--- src/rtl/conv_a1_accumulate_relu.sv ---
// Accumulates the per-unit partial sums of one output pixel, adds the filter
// bias, applies a saturating ReLU and writes the result into the next-layer
// feature-map memory. It also tracks pixel and filter progress for the controller.
module conv_a1_accumulate_relu #(
  parameter int DATA_WIDTH        = 32,
  parameter int IFM_SIZE_NEXT     = 28,
  parameter int NUMBER_OF_FILTERS = 6,
  parameter int NUMBER_OF_UNITS   = 3,
  parameter int ADDRESS_SIZE_OFM  = $clog2(IFM_SIZE_NEXT*IFM_SIZE_NEXT*NUMBER_OF_FILTERS),
  parameter int BIAS_ADDR_BITS    = $clog2(NUMBER_OF_FILTERS)
) (
  input  logic                                  clk,
  input  logic                                  reset,
  input  logic [DATA_WIDTH-1:0]                 riscv_data,
  input  logic                                  bias_write,
  input  logic [BIAS_ADDR_BITS-1:0]             bias_address,
  input  logic                                  start,
  input  logic                                  in_valid,
  input  logic [NUMBER_OF_UNITS*DATA_WIDTH-1:0] partial_sums,
  output logic                                  ofm_write_enable,
  output logic [ADDRESS_SIZE_OFM-1:0]           ofm_address,
  output logic [DATA_WIDTH-1:0]                 ofm_data,
  output logic                                  busy,
  output logic                                  filter_done,
  output logic                                  layer_done
);

  localparam int PIXELS = IFM_SIZE_NEXT * IFM_SIZE_NEXT;
  localparam int PIX_W  = (PIXELS > 1) ? $clog2(PIXELS) : 1;
  localparam int SUM_W  = DATA_WIDTH + $clog2(NUMBER_OF_UNITS + 1);

  localparam logic [PIX_W-1:0]            LAST_PIXEL   = PIX_W'(PIXELS - 1);
  localparam logic [BIAS_ADDR_BITS-1:0]   LAST_FILTER  = BIAS_ADDR_BITS'(NUMBER_OF_FILTERS - 1);
  localparam logic [BIAS_ADDR_BITS:0]     FILTER_COUNT = (BIAS_ADDR_BITS + 1)'(NUMBER_OF_FILTERS);
  localparam logic [ADDRESS_SIZE_OFM-1:0] PIXELS_A     = ADDRESS_SIZE_OFM'(PIXELS);
  localparam logic signed [SUM_W-1:0]     SAT_MAX      =
    {{(SUM_W - DATA_WIDTH + 1){1'b0}}, {(DATA_WIDTH - 1){1'b1}}};

  typedef enum logic [1:0] {IDLE, RUN, DRAIN} state_t;

  state_t                          state;
  state_t                          state_next;
  logic [PIX_W-1:0]                pixel_count;
  logic [BIAS_ADDR_BITS-1:0]       filter_idx;
  logic signed [DATA_WIDTH-1:0]    bias [NUMBER_OF_FILTERS];
  logic                            s1_valid;
  logic signed [SUM_W-1:0]         s1_sum;
  logic [ADDRESS_SIZE_OFM-1:0]     s1_addr;
  logic signed [SUM_W-1:0]         sum_next;
  logic [ADDRESS_SIZE_OFM-1:0]     addr_next;
  logic [DATA_WIDTH-1:0]           act_value;
  logic                            accept;
  logic                            last_accept;
  logic                            drain_done;

  assign accept      = (state == RUN) && in_valid;
  assign last_accept = accept && (pixel_count == LAST_PIXEL);
  assign drain_done  = (state == DRAIN) && !s1_valid && !ofm_write_enable;

  // State register
  always_ff @(posedge clk or negedge reset) begin
    if (!reset) state <= IDLE;
    else        state <= state_next;
  end

  // Next-state logic: a pass runs until the last pixel is taken, then waits for the pipeline to empty
  always_comb begin
    state_next = state;
    case (state)
      IDLE:    if (start)       state_next = RUN;
      RUN:     if (last_accept) state_next = DRAIN;
      DRAIN:   if (drain_done)  state_next = IDLE;
      default:                  state_next = IDLE;
    endcase
  end

  // FSM outputs
  always_comb begin
    busy = (state == RUN) || (state == DRAIN);
  end

  // Pixel counter restarts on start and advances once per accepted pixel
  always_ff @(posedge clk or negedge reset) begin
    if (!reset) begin
      pixel_count <= '0;
    end else if ((state == IDLE) && start) begin
      pixel_count <= '0;
    end else if (accept) begin
      pixel_count <= last_accept ? '0 : pixel_count + PIX_W'(1);
    end
  end

  // Completion pulses and filter index, advanced as the drained pass returns to IDLE
  always_ff @(posedge clk or negedge reset) begin
    if (!reset) begin
      filter_idx  <= '0;
      filter_done <= 1'b0;
      layer_done  <= 1'b0;
    end else begin
      filter_done <= drain_done;
      layer_done  <= drain_done && (filter_idx == LAST_FILTER);
      if (drain_done) filter_idx <= (filter_idx == LAST_FILTER) ? '0 : filter_idx + BIAS_ADDR_BITS'(1);
    end
  end

  // Bias register file, writable in any state; out-of-range indices are dropped
  always_ff @(posedge clk or negedge reset) begin
    if (!reset) begin
      for (int i = 0; i < NUMBER_OF_FILTERS; i++) bias[i] <= '0;
    end else if (bias_write && ({1'b0, bias_address} < FILTER_COUNT)) begin
      bias[bias_address] <= riscv_data;
    end
  end

  // Sign-extended sum of all partials plus the current filter bias, and the output address
  always_comb begin
    sum_next = {{(SUM_W - DATA_WIDTH){bias[filter_idx][DATA_WIDTH-1]}}, bias[filter_idx]};
    for (int k = 0; k < NUMBER_OF_UNITS; k++) begin
      sum_next = sum_next + {{(SUM_W - DATA_WIDTH){partial_sums[k*DATA_WIDTH + DATA_WIDTH - 1]}},
                             partial_sums[k*DATA_WIDTH +: DATA_WIDTH]};
    end
    addr_next = ADDRESS_SIZE_OFM'(filter_idx) * PIXELS_A + ADDRESS_SIZE_OFM'(pixel_count);
  end

  // Stage 1 captures the wide sum and its address
  always_ff @(posedge clk or negedge reset) begin
    if (!reset) begin
      s1_valid <= 1'b0;
      s1_sum   <= '0;
      s1_addr  <= '0;
    end else begin
      s1_valid <= accept;
      if (accept) begin
        s1_sum  <= sum_next;
        s1_addr <= addr_next;
      end
    end
  end

  // Saturating ReLU on the stage-1 sum
  always_comb begin
    act_value = s1_sum[DATA_WIDTH-1:0];
    if (s1_sum[SUM_W-1])       act_value = '0;
    else if (s1_sum > SAT_MAX) act_value = SAT_MAX[DATA_WIDTH-1:0];
  end

  // Stage 2 drives the memory write; data and address hold between writes
  always_ff @(posedge clk or negedge reset) begin
    if (!reset) begin
      ofm_write_enable <= 1'b0;
      ofm_data         <= '0;
      ofm_address      <= '0;
    end else begin
      ofm_write_enable <= s1_valid;
      if (s1_valid) begin
        ofm_data    <= act_value;
        ofm_address <= s1_addr;
      end
    end
  end

endmodule

--- config.mk ---
export PLATFORM = sky130hd
export DESIGN_NAME = conv_a1_accumulate_relu
export DESIGN_NICKNAME = d
export VERILOG_FILES = /design/src/rtl/conv_a1_accumulate_relu.sv
export SDC_FILE = /design/constraint.sdc
export NUM_CORES = 1
export LEC_CHECK = 0
export ABC_AREA = 0
export BUFFER_PORTS_ARGS = -buffer_cell sky130_fd_sc_hd__buf_4
export CORE_MARGIN = 2
export CORE_UTILIZATION = 61
export CTS_CLUSTER_SIZE = 30
export DETAILED_ROUTE_END_ITERATION = 8
export GPL_TIMING_DRIVEN = 0
export PLACE_DENSITY = 0.9
export SKIP_LAST_GASP = 1
export SLEW_MARGIN = 10
export SYNTH_ARGS = -nofsm -noshare
export SYNTH_HDL_FRONTEND = slang
export SYNTH_SLANG_ARGS = --single-unit
--- constraint.sdc ---
create_clock -name clk -period 10.65 [get_ports clk]
set_clock_uncertainty 0.2 [all_clocks]
set_input_delay 1.5975 -clock clk [delete_from_list [all_inputs] [get_ports clk]]
set_output_delay 1.5975 -clock clk [all_outputs]
set_load 0.005 [all_outputs]
Word level (Yosys, flattened, before mapping)
Index checks and enable logic that the tools add are counted.
{"block": "op_classes", "magnitude_cmp": 5, "eq_ne": 7, "reduce_logical": 14, "n_addsub": 6, "mul": 1, "n_bitwise": 2, "mux": 16}
{"operator": "$bwmux 192", "n": 1}
{"operator": "$mux 32", "n": 5}
{"operator": "$bmux 32 s3", "n": 1}
{"operator": "$demux 32 s3", "n": 1}
{"operator": "$add 33x32->34", "n": 1}
{"operator": "$add 34x34->34", "n": 1}
{"operator": "$gt 34x32->1 const B", "n": 1}
{"operator": "$add 32x32->33", "n": 1}
{"operator": "$mux 10", "n": 3}
{"operator": "$add 13x10->13", "n": 1}
{"operator": "$add 10x1->10 const B", "n": 1}
{"operator": "$eq 10x10->1 const B", "n": 1}
{"operator": "$mul 3x6->9 const B", "n": 1}
{"operator": "$ge 4x4->1 const B", "n": 2}
{"operator": "$logic_and 1x1->1", "n": 8}
{"operator": "$not 3->4", "n": 2}
{"operator": "$mux 2", "n": 3}
{"operator": "$ne 2x2->1 const B", "n": 3}
{"operator": "$pmux 2 s3", "n": 1}
{"operator": "$lt 4x1->1 const B", "n": 1}
{"operator": "$add 3x1->3 const B", "n": 1}
{"operator": "$eq 3x3->1 const B", "n": 1}
{"operator": "$lt 3x3->1 const B", "n": 1}
{"operator": "$mux 3", "n": 1}
{"operator": "other kinds (7)", "n": 8}
{"block": "word_totals", "wordCells": 68, "in_bits": 136, "out_inout_bits": 49, "reg_bits": 303}

Depth between registers and ports, before layout
Gate-level depths: netlist of the first run.
{"block": "logic_depth", "ltp_word": 7, "depth_mapped": 17, "mapped_depth_nobuf": 15}

Worst setup path after synthesis of the first run
Ideal clock, no wire load.
{"block": "synth_timing", "path_kind": "input-to-reg", "startpoint": "in partial_sums[1]", "endpoint": "reg s1_sum[21]", "cell_stages": 13, "required_time_ns": 10.315, "t_arrival_ns": 4.624, "setup_slack_ns": 5.692, "path_buffers": 0, "setup_ns": 0.135, "cell_sequence": "fa_1 inv_1 fa_1 inv_1 ha_1 fa_1 a211oi_1 o21ai_2 a31oi_2 o221ai_4 a21boi_2 xor2_1 o21ai_0"}
{"block": "synth_between", "elab_chain_cells": 3}
{"element": "start, declared", "line": "19", "source": "input logic [NUMBER_OF_UNITS*DATA_WIDTH-1:0] partial_sums,"}
{"element": "$add 32x32->33", "line": "119", "source": "sum_next = sum_next + {{(SUM_W - DATA_WIDTH){partial_sums[k*DATA_WIDTH + DATA_WIDTH - 1]}},"}
{"element": "$add 33x32->34", "line": "119"}
{"element": "$add 34x34->34", "line": "119"}
{"element": "end signal, assigned", "line": "134", "source": "s1_sum <= sum_next;"}
{"element": "end, declared", "line": "47", "source": "logic signed [SUM_W-1:0] s1_sum;"}
Every way passes these cells.
A chain may end at the register's enable or synchronous reset.

Worst setup path in the final report of the first run
{"block": "layout_timing", "startpoint": "reg filter_idx[1]", "endpoint": "reg s1_sum[28]"}
{"block": "layout_between", "elab_chain_cells": 7}
{"element": "start, declared", "line": "44", "source": "logic [BIAS_ADDR_BITS-1:0] filter_idx;"}
{"element": "start signal, assigned", "line": "102", "source": "if (drain_done) filter_idx <= (filter_idx == LAST_FILTER) ? '0 : filter_idx + BIAS_ADDR_BITS'(1);"}
{"element": "$not 3->4 (implied by the code)", "line": "117", "source": "sum_next = {{(SUM_W - DATA_WIDTH){bias[filter_idx][DATA_WIDTH-1]}}, bias[filter_idx]};"}
{"element": "$bmux 32 s3", "line": "117"}
{"element": "$mux 32 (implied by the code) (2 in a row)", "line": "117"}
{"element": "$add 32x32->33", "line": "119"}
{"element": "$add 33x32->34", "line": "119"}
{"element": "$add 34x34->34", "line": "119"}
Every way passes these cells. The select of a mux whose other input is x is not followed.

==> results.txt, run 1 <==
----------------------------------------------------
[Worst setup path]
  CP Max Fanout ... 10
  Path type of the worst setup path ... reg2reg
  Setup slack of the worst register-to-register path ... 5310 ps
  Category of the worst setup path launch point ... register
  Arrival time at the worst endpoint ... 5560 ps
  Data required time at the worst endpoint ... 10,870 ps
  Crit path capture type ... register

[STA]
  Post-route clock period utilization ... 50.1%
  Final worst path period need ... 5340 ps
  Final Hold Slack ... 176 ps
  Maximum clock frequency ... 187 MHz
  Setup repair after global routing missed its margin ... false
  Total setup violations reported at the end of the flow ... 0
  Total count of max-transition violations in the final report ... 0
  Measured slew at the worst slew-check pin ... 971 ps
  Max-Slew Margin vs Limit ... 35.3%
  Fin Setup TNS ... 0 ps
  Hold violation count in the final report ... 0

[Synth]
  Synthesized flop and latch total ... 303
  Mapped Avg Cell Area ... 11.4 µm²
  Ys flop type ... sky130_fd_sc_hd__dfrtp_1
  Top-area cell type share of the netlist area ... 44.7%
  Ranking of synthesized cells by area ... sky130_fd_sc_hd__dfrtp_1 (45%), sky130_fd_sc_hd__mux2_2 (15%), sky130_fd_sc_hd__fa_1 (7.8%)
  Post-synthesis instance area ... 17,000 µm²
  Number of flops mapped to enable cells by yosys ... 0
  Count of cell types in the netlist ... 65
  Gate Count Post-Synth ... 1,485
  Number of warnings reported in the yosys synthesis log ... 0
  Sequential cell area fraction in the yosys report ... 44.7%
  Share of synthesized registers carrying an async set or reset ... 100%
  Post-synth top area cell ... sky130_fd_sc_hd__dfrtp_1
  Net count of the mapped netlist ... 1,736

[Flow run]
  Max Cap Viol ... 0

[Clock network]
  Cts bufs inserted ... 30
  Clock tree from TritonCTS ... done
  Clock buffer depth ... 3
  Clk pin slew, worst setup/hold paths ... 70 ps
  H-Tree Depth ... 1
  Total clock sinks ... 303
  CTS Root Buffer Type ... sky130_fd_sc_hd__clkbuf_16
  Number of resized instances in the post-cts repair step ... 0
  Worst-skew pair later-pin latency ... 550 ps
  Hold buffer count at CTS ... 0
  Number of setup buffers added after CTS ... 0

[GRT]
  First-pass GRT wire length ... 65.3 mm
  Number of global-route vias before repair ... 12,488
  Global-route usage over all layers ... 28.8%
  Largest net degree at the start of global routing ... 117
  Congestion Overflow GR ... 0
  Initial antenna violation count ... 0

[Route]
  Number of DRC violations after detailed routing ... 0
  First-pass iteration count of the detailed router ... 6
  Number of vias in the routed layout ... 12,222
  Post-detailed-route wirelength per cell ... 19.7 µm
  First-iteration detailed-routing DRC count ... 915
  Remaining antenna violation count ... 0
  Ratio of routed vias to standard cells ... 5.82
  Final wirelength ... 41.3 mm

[Die]
  Initial Utilization ... 61.6%
  Chip Width ... 171 µm
  Die height ... 171 µm
  Die ar. ... 29,200 µm²
  Placeable core area ... 27,600 µm²
  Count of boundary I/O pins ... 185
  Number of cell rows ... 61

[Power and ir drop]
  Leakage power ... 9.28 nW
  Fraction of power consumed by sequential logic ... 37.4%
  PD cells ... 220 nW/µm²
  Internal power contribution ... 2.81 mW
  Net switching share of the total power ... 35.4%
  Logic gate share of total power ... 39.4%
  Power after layout ... 4.35 mW
  Switching component of the power ... 1.54 mW
  Clock share of power ... 23.2%
  Worst vdd ir ... 136 µV

[Hold path]
  Worst hold path class ... reg2reg

[Finish]
  Antenna diodes ... 0
  Count of filler cells inserted in the layout ... 1,832
  Number of nets in the final layout ... 1,954
  Share of post-route cells with drive strength above 1 ... 30.2%
  Layout overhead on the synthesized area ... 16.8%
  Top library cells by usage in the layout, fill and taps aside ... sky130_fd_sc_hd__dfrtp_1 (303), sky130_fd_sc_hd__mux2_2 (230), sky130_fd_sc_hd__buf_4 (183)
  Most common cell after layout, fill and taps aside ... sky130_fd_sc_hd__dfrtp_1

[Status]
  Result of the run ... completed

[Place]
  Port Buffer Count ... 184
  Final weighted congestion in routability-driven placement ... 0.880
  DP HPWL ... 30.5 mm

----------------------------------------------------
==> per-layer routing <==
metal / part of all wire [%] / vias to the layer above / wire [µm] / GRT usage (%)
li1: - / 5487 / - / -
met1: 39 / 6136 / 16100 / 36.9
met2: 51 / 476 / 21000 / 49.3
met3: 5.9 / 123 / 2450 / 4.21
met4: 4.3 / 0 / 1780 / 12.0
met5: 0 / - / 0 / 0
==> final cells by class <==
cell class / count / area, µm² / share of cell area (%)
Buffer: 66 / 282 / 1.42
Clock buffer: 44 / 885 / 4.46
Clock inverter: 8 / 46.3 / 0.234
Inverter: 167 / 627 / 3.16
Multi-Input combinational cell: 949 / 8470 / 42.8
Sequential cell: 303 / 7580 / 38.3
Tap cell: 378 / 473 / 2.39
Timing Repair Buffer: 186 / 1440 / 7.29
==> worst paths after layout <==
kind / start / to / cells past startpoint
worst max-delay path: filter_idx[1] / s1_sum[28] / 17
worst min-delay path: s1_valid / ofm_write_enable / 0
worst max register to register: filter_idx[1] / s1_sum[28] / 17
worst min register to register: s1_valid / ofm_write_enable / 0
max in group asynchronous: reset / ofm_data[9] / 2
min in group asynchronous: reset / bias[58] / 1
==> power groups by stage <==
stage,sequential [mW],clock [mW],combinational [mW]
2_1_floorplan,1.58,0,1.20
5_1_grt,1.66,1.07,1.89
3_5_place_dp,1.64,0,1.68
3_3_place_gp,1.61,0,1.61
4_1_cts,1.63,1.01,1.71
6_report,1.63,1.01,1.71
==> Yosys cell counts (9+ instances only) <==
cell                       number
sky130_fd_sc_hd__o21ai_1       11
sky130_fd_sc_hd__clkbuf_1      45
sky130_fd_sc_hd__inv_1        167
sky130_fd_sc_hd__a21oi_1       74
sky130_fd_sc_hd__mux4_2        32
sky130_fd_sc_hd__mux2i_1       32
sky130_fd_sc_hd__xnor2_1       16
sky130_fd_sc_hd__dfrtp_1      303
sky130_fd_sc_hd__a21o_1         9
sky130_fd_sc_hd__fa_1          66
sky130_fd_sc_hd__o21ai_0       63
sky130_fd_sc_hd__nor2_1       117
sky130_fd_sc_hd__xor2_1        22
sky130_fd_sc_hd__mux2_2       230
sky130_fd_sc_hd__buf_2         10
sky130_fd_sc_hd__ha_1          49
sky130_fd_sc_hd__nand2_1      109
==> registers in the layout (all words and copies together) (netlist names) <==
register and count:
bias 192, filter_done 1, filter_idx 3, layer_done 1
ofm_address 13, ofm_data 32, ofm_write_enable 1, pixel_count 10
s1_addr 13, s1_sum 34, s1_valid 1, state 2
==> logic make-up (layout without fill, tap and decap cells) <==
kind of cell,count (synthesis),count (layout),share of synthesized area [%]
buf+inv,233,471,5.35
flops,303,303,44.7
xor+xnor,38,38,1.96
fa+ha+maj,115,115,11.4
compound gates,208,208,7.48
simple gates,287,287,7.24
mux,301,301,21.9
==> per-stage QoR <==
step	utilization (%)	std cells	cell area (µm²)	worst slack (ps)
3_5_place_dp	68.5	2049	18900	5330
5_1_grt	71.9	2101	19800	5140
4_1_cts	71.9	2101	19800	5360
2_1_floorplan	-	1485	17000	5690
3_3_place_gp	68.3	2047	18800	5310
6_report	71.9	2101	19800	5310
==> critical path, cell delays in order (launching register included) <==
cell                       delay (ps)
sky130_fd_sc_hd__dfrtp_1          440
sky130_fd_sc_hd__clkbuf_1         360
sky130_fd_sc_hd__inv_1            260
sky130_fd_sc_hd__nand2_1          360
sky130_fd_sc_hd__clkbuf_1         570
sky130_fd_sc_hd__nor2_1           120
sky130_fd_sc_hd__a21oi_1          320
sky130_fd_sc_hd__fa_1             490
sky130_fd_sc_hd__inv_1             70
sky130_fd_sc_hd__ha_1             230
sky130_fd_sc_hd__buf_6            140
sky130_fd_sc_hd__a211o_1          290
sky130_fd_sc_hd__a221o_1          360
sky130_fd_sc_hd__a31oi_4          240
sky130_fd_sc_hd__o21ai_2          150
sky130_fd_sc_hd__a41oi_1          240
sky130_fd_sc_hd__xor2_1           250
sky130_fd_sc_hd__o21ai_1          100
(Power assumes the default switching activity.)
==> run 2: changes to the inputs <==
--- a/config.mk
+++ b/config.mk
@@ -5,14 +5,14 @@
 export SDC_FILE = /design/constraint.sdc
 export NUM_CORES = 1
 export LEC_CHECK = 0
-export ABC_AREA = 0
+export ABC_AREA = 1
 export BUFFER_PORTS_ARGS = -buffer_cell sky130_fd_sc_hd__buf_4
 export CORE_MARGIN = 2
-export CORE_UTILIZATION = 61
+export CORE_UTILIZATION = 54
 export CTS_CLUSTER_SIZE = 30
 export DETAILED_ROUTE_END_ITERATION = 8
 export GPL_TIMING_DRIVEN = 0
-export PLACE_DENSITY = 0.9
+export PLACE_DENSITY = 0.85
 export SKIP_LAST_GASP = 1
 export SLEW_MARGIN = 10
 export SYNTH_ARGS = -nofsm -noshare
==> constraint.sdc (replaced) <==
create_clock -name clk -period 4.7 [get_ports clk]
set_clock_uncertainty 0.2 [all_clocks]
set_input_delay 0.705 -clock clk [delete_from_list [all_inputs] [get_ports clk]]
set_output_delay 0.705 -clock clk [all_outputs]
set_load 0.005 [all_outputs]
==> results.txt, run 2 <==
----------------------------------------------------
[Status]
  Result of the run ... completed

[Route]
  Number of DRC violations after detailed routing ... 0
  Number of vias in the routed layout ... 15,772
  Remaining antenna violation count ... 0
  Post-detailed-route wirelength per cell ... 17.1 µm
  Ratio of routed vias to standard cells ... 5.50
  Final wirelength ... 49.1 mm
  First-pass iteration count of the detailed router ... 6
  First-iteration detailed-routing DRC count ... 1,684

[Finish]
  Layout overhead on the synthesized area ... 17.7%
  Flip-flop count of the largest register, all copies and words added ... 192
  Finished Layout Cells ... 2,870
  Registers with the highest flip-flop counts ... bias (192), s1_sum (34), ofm_data (32)
  Most common cell after layout, fill and taps aside ... sky130_fd_sc_hd__nand2_1
  Share of post-route cells with drive strength above 1 ... 11.4%
  Number of nets in the final layout ... 2,695
  Top library cells by usage in the layout, fill and taps aside ... sky130_fd_sc_hd__nand2_1 (641), sky130_fd_sc_hd__o21ai_0 (353), sky130_fd_sc_hd__inv_1 (346)
  Antenna diodes ... 0
  Register with the highest flop count ... bias

[Die]
  Die height ... 183 µm
  Die ar. ... 33,500 µm²
  Initial Utilization ... 54.8%
  Count of boundary I/O pins ... 185
  Placeable core area ... 31,600 µm²
  Chip Width ... 183 µm
  Number of cell rows ... 65

[Synth]
  Mapped Avg Cell Area ... 7.78 µm²
  Top-area cell type share of the netlist area ... 43.8%
  Number of warnings reported in the yosys synthesis log ... 0
  Count of cell types in the netlist ... 35
  Gate Count Post-Synth ... 2,225
  Number of flops mapped to enable cells by yosys ... 0
  Most instantiated library cell after synthesis ... sky130_fd_sc_hd__nand2_1
  Post-synth top area cell ... sky130_fd_sc_hd__dfrtp_1
  Synthesized flop and latch total ... 303
  Share of synthesized registers carrying an async set or reset ... 100%
  Net count of the mapped netlist ... 2,476
  Sequential cell area fraction in the yosys report ... 43.8%
  Top post-synthesis cells by count ... sky130_fd_sc_hd__nand2_1 (641), sky130_fd_sc_hd__o21ai_0 (353), sky130_fd_sc_hd__inv_1 (346)
  Ys flop type ... sky130_fd_sc_hd__dfrtp_1
  Post-synthesis instance area ... 17,300 µm²
  Ranking of synthesized cells by area ... sky130_fd_sc_hd__dfrtp_1 (44%), sky130_fd_sc_hd__nand2_1 (14%), sky130_fd_sc_hd__o21ai_0 (10%)

[Worst setup path]
  Setup slack of the worst register-to-register path ... 250 ps
  CP Max Fanout ... 10
  Largest delay share family, worst path ... adder cells
  Crit path capture type ... register
  Logic depth of the worst register-to-register path ... 20
  Critical Path Slowest Stage Cell ... sky130_fd_sc_hd__clkbuf_1
  Crit path buffers/inverters ... 4
  Arrival time at the worst endpoint ... 4700 ps
  Startpoint of the worst register-to-register path ... filter_idx[0]
  Path type of the worst setup path ... reg2reg
  Slowest cell delay on critical path ... 590 ps
  Most numerous cell on the critical path ... sky130_fd_sc_hd__nand2_1
  Chain of cells forming the critical path ... buf_2 -> inv_2 -> clkbuf_1 -> nand2_1 -> nand3_1 -> a32oi_1 -> fa_1 -> inv_1 -> ha_1 -> fa_1 -> nand2_1 -> nand2_1 -> nand3_1 -> nand2_2 -> nand2_1 -> nand2_2 -> nand2_1 -> nand3_1 -> nand3_1 -> nand2_1
  Category of the worst setup path launch point ... register
  FF-to-FF End ... s1_sum[31]
  Data required time at the worst endpoint ... 4950 ps

[Power and ir drop]
  Worst vdd ir ... 445 µV
  Power after layout ... 15.0 mW
  PD cells ... 737 nW/µm²
  Leakage power ... 11.0 nW

[Hold path]
  Min-Delay Endpoint ... ofm_write_enable
  Hold Crit Start ... s1_valid
  Worst hold path class ... reg2reg
  Hold depth ... 0

[STA]
  Total count of max-transition violations in the final report ... 0
  Setup repair after global routing missed its margin ... false
  Hold violation count in the final report ... 0
  Measured slew at the worst slew-check pin ... 822 ps
  Maximum clock frequency ... 225 MHz
  Post-route clock period utilization ... 94.6%
  Total setup violations reported at the end of the flow ... 0
  Fin Setup TNS ... 0 ps
  Final worst path period need ... 4450 ps
  Max-Slew Margin vs Limit ... 44.6%

[Place]
  Port Buffer Count ... 184
  Cell count after placement ... 2,813
  Final weighted congestion in routability-driven placement ... 0.936
  DP HPWL ... 36.5 mm

[Clock network]
  Total clock sinks ... 303
  Clock buffer depth ... 3
  Number of setup buffers added after CTS ... 0
  Worst-skew pair later-pin latency ... 570 ps
  CTS Root Buffer Type ... sky130_fd_sc_hd__clkbuf_16
  Clk pin slew, worst setup/hold paths ... 60 ps
  H-Tree Depth ... 1
  Cts bufs inserted ... 30
  Clock tree from TritonCTS ... done

[Flow run]
  Max Cap Viol ... 0

[GRT]
  Number of global-route vias before repair ... 15,788
  Congestion Overflow GR ... 0
  Largest net degree at the start of global routing ... 111
  Global-route usage over all layers ... 29.6%
  Initial antenna violation count ... 1
  First-pass GRT wire length ... 78.8 mm

----------------------------------------------------
==> run 2: changes by cell type after synthesis, sizes merged, moves of 15 or more <==
cell / delta
nor2: +49
clkbuf: +33
mux2i: -32
o21ai: +286
nand2: +545
mux2: -237
xor2: -15
inv: +183
o22ai: +32
a21oi: -36
a2bb2oi: +17
mux4: -32
nand3: +40
==> run 2: cells by family (layout without fill, tap and decap cells) <==
| logic type | count (synthesis) | after routing | synth area share, % |
|---|---|---|---|
| and+or+nand+nor | 886 | 886 | 20.3 |
| AOI/OAI and AO/OA | 460 | 460 | 14.0 |
| buffers and inverters | 441 | 684 | 9.70 |
| DFF | 303 | 303 | 43.8 |
| adders and majority gates | 115 | 115 | 11.2 |
| xor gates and xnor gates | 20 | 20 | 1.01 |
==> run 2: layout make-up <==
type | instances | area, µm²
Buffer | 91 | 365
Clock buffer | 45 | 917
Clock inverter | 11 | 194
Fill cell | 2591 | 11200
Inverter | 350 | 1310
Multi-Input combinational cell | 1481 | 8050
Sequential cell | 303 | 7580
Tap cell | 402 | 503
Timing Repair Buffer | 187 | 1450
==> run 2: power breakdown <==
part / internal [mW] / switching (mW) / leakage, nW
Sequential: 3.35 / 0.438 / 3.83
Clock: 1.62 / 1.02 / 0.547
Combinational: 3.03 / 5.55 / 6.63
==> run 2: worst register-to-register path: stages, from the launching register on <==
cell and delay, ps:
sky130_fd_sc_hd__dfrtp_1 460, sky130_fd_sc_hd__buf_2 230, sky130_fd_sc_hd__inv_2 130, sky130_fd_sc_hd__clkbuf_1 590
sky130_fd_sc_hd__nand2_1 110, sky130_fd_sc_hd__nand3_1 110, sky130_fd_sc_hd__a32oi_1 270, sky130_fd_sc_hd__fa_1 580
sky130_fd_sc_hd__inv_1 40, sky130_fd_sc_hd__ha_1 260, sky130_fd_sc_hd__fa_1 420, sky130_fd_sc_hd__nand2_1 140
sky130_fd_sc_hd__nand2_1 100, sky130_fd_sc_hd__nand3_1 100, sky130_fd_sc_hd__nand2_2 80, sky130_fd_sc_hd__nand2_1 90
sky130_fd_sc_hd__nand2_2 100, sky130_fd_sc_hd__nand2_1 100, sky130_fd_sc_hd__nand3_1 80, sky130_fd_sc_hd__nand3_1 90
sky130_fd_sc_hd__nand2_1 50
==> run 2: metrics by stage <==
stage	setup WS, ps	cell area [µm²]	utilization (%)	hold WS (ps)
5_1_grt	68.6	20400	64.6	200
3_3_place_gp	195	19200	60.8	162
4_1_cts	204	20400	64.6	194
2_1_floorplan	1230	17300	-	153
3_5_place_dp	263	19300	61.0	181
6_report	252	20400	64.6	185
==> run 2: worst max-delay path by stage <==
stage | from | end | slack [ps] | cells past startpoint
after floorplan | partial_sums[1] | s1_sum[31] | 1230 | 16
after detailed placement | filter_idx[1] | s1_sum[29] | 260 | 17
after global placement | reset | bias[185] | 200 | 1
final | filter_idx[0] | s1_sum[31] | 250 | 20
after CTS | filter_idx[1] | s1_sum[29] | 200 | 17
after global routing | filter_idx[2] | s1_sum[31] | 70 | 19
==> run 2: metal layers <==
layer	global-route usage, %	part of all wire (%)	up-vias
li1	-	-	7368
met2	50.1	48	780
met4	12.4	4.0	2
met5	0	0.026	-
met3	5.40	8.9	145
met1	37.7	39	7477
==> run 2: what timing repair did <==
action                     4_1_cts  5_1_grt
setup endpoints to repair        0        8
resized for setup                0        2
hold endpoints to repair        90        0
hold buffers                     1        0
